### src/rtl/ssd1306_pkg.sv
// Shared definitions for the SSD1306 SPI transmitter and its microcode executor.
package ssd1306_pkg;

  // SCK half-period, in clk_in cycles, used when the instantiating block does not override it.
  localparam int DEFAULT_SPI_HALF_PERIOD = 2;

  // Byte-level transmitter states.
  typedef enum logic [2:0] {
    S_IDLE    = 3'd0,  // CSN high, ready for a new byte
    S_LOW     = 3'd1,  // SCK low, MOSI stable for the coming rising edge
    S_HIGH    = 3'd2,  // SCK high, display samples MOSI
    S_END     = 3'd3,  // trailing SCK-low half-period after bit 0
    S_RELEASE = 3'd4,  // CSN high hold time before going idle
    S_ACTIVE  = 3'd5   // CSN held low between bytes of one command
  } spi_state_e;

endpackage

### src/rtl/ssd1306_spi_tx.sv
// SPI mode-0 byte transmitter for an SSD1306 display: one byte per trigger,
// MSB first, with optional chip-select release after the byte.
module ssd1306_spi_tx
  import ssd1306_pkg::*;
#(
  parameter int CLK_HALF_PERIOD = DEFAULT_SPI_HALF_PERIOD
) (
  input  logic       clk_in,
  input  logic       reset_in,
  input  logic       tx_trigger_in,
  input  logic [7:0] data_in,
  input  logic       last_byte_in,
  output logic       ready_out,
  output logic       spi_sck_out,
  output logic       spi_mosi_out,
  output logic       spi_csn_out
);

  localparam int               DIV_W      = $clog2(CLK_HALF_PERIOD + 1);
  localparam logic [DIV_W-1:0] DIV_RELOAD = DIV_W'(CLK_HALF_PERIOD - 1);
  localparam logic [DIV_W-1:0] DIV_ZERO   = {DIV_W{1'b0}};
  localparam logic [DIV_W-1:0] DIV_ONE    = DIV_W'(1);

  spi_state_e       state_q, state_d;
  logic [DIV_W-1:0] div_q, div_d;
  logic [2:0]       bit_q, bit_d;
  logic [7:0]       byte_q, byte_d;
  logic             last_q, last_d;
  logic             sck_q, sck_d;
  logic             mosi_q, mosi_d;
  logic             csn_q, csn_d;
  logic             ready_q, ready_d;
  logic             div_done_s;

  // The current half-period ends when the down-counter has reached zero.
  assign div_done_s = (div_q == DIV_ZERO);

  // Next-state and next-output logic; every timed state reloads the divider on entry.
  always_comb begin
    state_d = state_q;
    div_d   = div_q;
    bit_d   = bit_q;
    byte_d  = byte_q;
    last_d  = last_q;
    sck_d   = sck_q;
    mosi_d  = mosi_q;
    csn_d   = csn_q;
    ready_d = ready_q;
    case (state_q)
      S_IDLE, S_ACTIVE: begin
        if (tx_trigger_in) begin
          state_d = S_LOW;
          byte_d  = data_in;
          last_d  = last_byte_in;
          mosi_d  = data_in[7];
          bit_d   = 3'd0;
          csn_d   = 1'b0;
          ready_d = 1'b0;
          div_d   = DIV_RELOAD;
        end else begin
          state_d = state_q;
        end
      end
      S_LOW: begin
        if (div_done_s) begin
          state_d = S_HIGH;
          sck_d   = 1'b1;
          div_d   = DIV_RELOAD;
        end else begin
          div_d = div_q - DIV_ONE;
        end
      end
      S_HIGH: begin
        if (div_done_s) begin
          sck_d = 1'b0;
          div_d = DIV_RELOAD;
          if (bit_q == 3'd7) begin
            state_d = S_END;
          end else begin
            // MOSI moves on the same edge SCK falls, well ahead of the next rise.
            mosi_d  = byte_q[3'd6 - bit_q];
            bit_d   = bit_q + 3'd1;
            state_d = S_LOW;
          end
        end else begin
          div_d = div_q - DIV_ONE;
        end
      end
      S_END: begin
        if (div_done_s) begin
          if (last_q) begin
            state_d = S_RELEASE;
            csn_d   = 1'b1;
            div_d   = DIV_RELOAD;
          end else begin
            state_d = S_ACTIVE;
            ready_d = 1'b1;
            div_d   = DIV_ZERO;
          end
        end else begin
          div_d = div_q - DIV_ONE;
        end
      end
      S_RELEASE: begin
        if (div_done_s) begin
          state_d = S_IDLE;
          ready_d = 1'b1;
          div_d   = DIV_ZERO;
        end else begin
          div_d = div_q - DIV_ONE;
        end
      end
      default: begin
        // Unused encodings recover to a safe idle bus.
        state_d = S_IDLE;
        csn_d   = 1'b1;
        sck_d   = 1'b0;
        ready_d = 1'b1;
        div_d   = DIV_ZERO;
        bit_d   = 3'd0;
      end
    endcase
  end

  // State and output registers with synchronous reset; a trigger during reset is discarded.
  always_ff @(posedge clk_in) begin
    if (reset_in) begin
      state_q <= S_IDLE;
      div_q   <= DIV_ZERO;
      bit_q   <= 3'd0;
      byte_q  <= 8'h00;
      last_q  <= 1'b0;
      sck_q   <= 1'b0;
      mosi_q  <= 1'b0;
      csn_q   <= 1'b1;
      ready_q <= 1'b1;
    end else begin
      state_q <= state_d;
      div_q   <= div_d;
      bit_q   <= bit_d;
      byte_q  <= byte_d;
      last_q  <= last_d;
      sck_q   <= sck_d;
      mosi_q  <= mosi_d;
      csn_q   <= csn_d;
      ready_q <= ready_d;
    end
  end

  assign ready_out    = ready_q;
  assign spi_sck_out  = sck_q;
  assign spi_mosi_out = mosi_q;
  assign spi_csn_out  = csn_q;

endmodule
### config.mk
export PLATFORM = sky130hd
export DESIGN_NAME = ssd1306_spi_tx
export DESIGN_NICKNAME = d
export VERILOG_FILES = /design/src/rtl/ssd1306_pkg.sv /design/src/rtl/ssd1306_spi_tx.sv
export SDC_FILE = /design/constraint.sdc
export NUM_CORES = 1
export LEC_CHECK = 0
export BUFFER_PORTS_ARGS = -buffer_cell sky130_fd_sc_hd__buf_2
export CAP_MARGIN = 20
export CORE_MARGIN = 1.5
export CORE_UTILIZATION = 50
export CTS_CLUSTER_SIZE = 30
export DETAILED_ROUTE_END_ITERATION = 16
export HOLD_SLACK_MARGIN = 0.03
export PLACE_DENSITY = 0.86
export SLEW_MARGIN = 30
export SYNTH_ARGS = -nofsm -noshare
export SYNTH_HDL_FRONTEND = slang
export SYNTH_SLANG_ARGS = --single-unit
### constraint.sdc
create_clock -name clk_in -period 1.7 [get_ports clk_in]
set_input_delay 0.34 -clock clk_in [delete_from_list [all_inputs] [get_ports clk_in]]
set_output_delay 0.34 -clock clk_in [all_outputs]
set_load 0.02 [all_outputs]
==> flow_summary.yaml <==
worst_hold_path:
  min_from: "data_in[1]"
  whs_path_depth: 3
  min_to: "byte_q[1]"
  holdCritPathClass: "input port to flop"
finish:
  seq_area_um2: 427
  antenna_cells: 0
  multi_input_area_um2: 712
  layout.nets: 168
  n_fill_cell: 188
  layout-area-overhead-vs-synth_pct: 16.2
  layout-drive-gt1-share_pct: 27.0
synthesis:
  synth_fp_nets: 149
  synth_ff_type: "dfxtp_1"
  syn_inst: 134
  netlist.area_leader.share_pct: 35.6
  ys_types: 43
  ys_ff_latch: 21
  synth-edff-count: 0
  synth_top_area_cell: "dfxtp_1"
  yosysWarningCount: 0
  synthArstFlopShare_pct: 0
  synth_area_leaders: "dfxtp_1 (36%), mux2i_1 (7.6%), nor2_1 (4.5%)"
  synth-seq-area-share_pct: 35.6
  syn_area_mm2: 0.00118
  syn_avg_cell_area_um2: 8.81
timing:
  drv_slew: 0
  timing.final.crit_share_pct: 99.3
  rsz0062_at_grt: "true"
  whs_ns: 0.262
  min_period_ns: 1.69
  worst_pin_slew_ns: 0.521
  clock.fmax_mhz: 592
  fin_worst_skew_ns: 0.00754
  relSlewSlack_pct: 65.0
  setup_viol: 0
  finalHoldViolations: 0
routing:
  drcViolationCount: 0
  viasPerCell: 5.91
  routed_wl_mm: 2.73
  drtIter0Drc: 33
  vias: 1063
  drt-wirelength-per-cell_um: 15.2
  first_pass_iters: 4
  ant_nets: 0
critical_path:
  critical_path_required_ns: 1.90
  timing.rr.start: "bit_q[1]"
  cp_top_family: "multiplexers"
  worstRegToRegCells: 5
  path_class: "flop to flop"
  end_kind: "flop"
  critPathMaxFanout: 3
  critPathLaunchType: "flop"
  slowest_delay_ns: 0.50
  cp_slowest_cell: "mux4_2"
  timing.rr.end: "spi_mosi_out"
  r2r_slack_ns: 0.01
  critPathArrivalTime_ns: 1.89
  crit_buf_inv: 0
  crit_chain: "ha_4 > mux4_2 > mux2_4 > nor2_4 > a2111oi_2"
die:
  coreArea_mm2: 0.00221
  rows: 17
  start_util_pct: 53.3
  die_w_um: 51.6
  dieHeight_um: 51.6
  die_area_mm2: 0.00266
  pin_count: 16
clock_tree:
  ctsRootBufferMaster: "clkbuf_4"
  worstSkewPairLatency_ns: 0.31
  cts_sinks: 21
  postCtsHoldBufs: 0
  cts_tree: "done"
  path_clk_slew_ns: 0.12
  cts_buffers: 3
  htreeDepth: 1
  max-clock-path-buffers: 2
power_and_ir_drop:
  p_sw_share_pct: 34.5
  p_comb_share_pct: 32.8
  p_leak_nw: 0.539
  powerDensity_mw_per_mm2: 924
  peakVddDrop_mv: 0.656
  power_frac_clock_pct: 19.4
  p_int_w: 0.000830
  power_frac_seq_pct: 47.9
  switchingPower_w: 0.000437
  power.total_w: 0.00127
place:
  dp.final_hpwl_mm: 1.91
  port-buffer-count: 15
  place.gp.congestion: 0.849
global_route:
  grt_pass1_vias: 1004
  grt_pass1_wl_mm: 4.31
  grt_max_degree: 23
  antenna_found_initial: 0
  grt-ovfl-total: 0
  gr-usage-all-layers_pct: 21.3
run_status:
  outcome: "finished clean"
run:
  cap_violations: 0
-- synth_stat cells (4+ instances only) --
cell      count
dfxtp_1      21
nor2_1       14
a21oi_1      10
mux2i_1       9
o21ai_0       8
inv_1         6
nand2b_1      6
nand2_1       4
nand3_1       4
nor3_1        4
-- power groups by stage --
stage,Combinational [W],Sequential [W],Clock [W]
4_1_cts,0.000398,0.000604,0.000244
5_1_grt,0.000450,0.000615,0.000261
3_3_place_gp,0.000380,0.000609,0
2_1_floorplan,0.000297,0.000607,0
6_report,0.000415,0.000606,0.000245
3_5_place_dp,0.000396,0.000615,0
-- stage by stage --
step / instance area, um^2 / setup TNS, ns / cells / utilization [%] / setup slack (ns)
after floorplan: 1190 / 0 / 134 / - / 0.0203
after global placement: 1310 / 0 / 175 / 59.3 / 0.0431
after detailed placement: 1310 / -0.0113 / 175 / 59.3 / -0.0113
after CTS: 1340 / 0 / 179 / 60.7 / 0.00178
after global routing: 1370 / -0.0443 / 180 / 62.0 / -0.0228
final: 1370 / 0 / 180 / 62.0 / 0.0111
-- how the worst max path moves through the flow --
stage                     slack, ns            to      from  depth (start not counted)
after CTS                     0.002  spi_mosi_out  bit_q[1]                          5
after floorplan                0.02  spi_mosi_out  bit_q[0]                          5
after detailed placement      -0.01  spi_mosi_out  bit_q[1]                          5
final                          0.01  spi_mosi_out  bit_q[1]                          5
after global placement         0.04  spi_mosi_out  bit_q[1]                          5
after global routing          -0.02      bit_q[1]  bit_q[1]                          6
-- cell families (layout without fill, tap and decap cells) --
kind of cell               after synthesis  after routing  share of synthesized area (%)
AOI/OAI and AO/OA                       32             32                           18.2
muxes                                   12             12                           12.4
DFF                                     21             21                           35.6
and+or+nand+nor                         50             50                           23.2
adders and majority gates                3              3                           3.18
xor gates and xnor gates                 1              1                          0.742
buffers and inverters                   15             33                           6.57
-- flip-flops by register name, indices dropped and copies added (netlist names), 2 cells and up --
name / flops
bit_q: 3
byte_q: 8
div_q: 2
state_q: 3
-- worst min-delay path, cell delays in order --
cell and delay, ns:
buf_2 0.08, mux2i_1 0.05, nor2_1 0.07
-- layout make-up --
type | count | area share, %
multi-input combinational | 98 | 51.9
inverter | 6 | 1.64
sequential | 21 | 31.1
timing repair buffer | 23 | 10.8
clock inverter | 1 | 0.365
tap | 28 | 2.55
clock buffer | 3 | 1.64
-- cells in the final DEF (no fill, tap or decap), types with 2 or more instances in the layout --
cell type,Yosys,layout
dfxtp_2,0,2
nor3b_1,3,3
inv_1,6,6
buf_4,1,7
nor2_1,14,13
nand2b_1,6,6
nand2_1,4,4
clkbuf_4,0,3
mux4_2,2,2
mux2i_1,9,9
a31oi_1,3,3
or3_1,2,2
dfxtp_1,21,18
nor3_1,4,4
nand4_1,2,2
buf_2,2,15
nor2b_1,2,2
a21oi_1,10,10
o21ai_0,8,8
nand3b_1,2,2
nand3_1,4,4
ha_1,3,2
-- layer usage --
metal	track usage [%]	share of wire, %	vias to the layer above
met5	0	0	-
met4	9.21	1.5	0
met3	3.16	5.6	6
met2	35.7	48	46
met1	27.4	45	490
li1	-	-	521
-- timing repair --
action	CTS	global route
pin swaps	0	1
setup endpoints to repair	1	9
endpoints found under the hold margin	0	0
gates resized for setup	2	6
setup buffers	0	1
No activity file was read; power rests on OpenSTA's default activity.
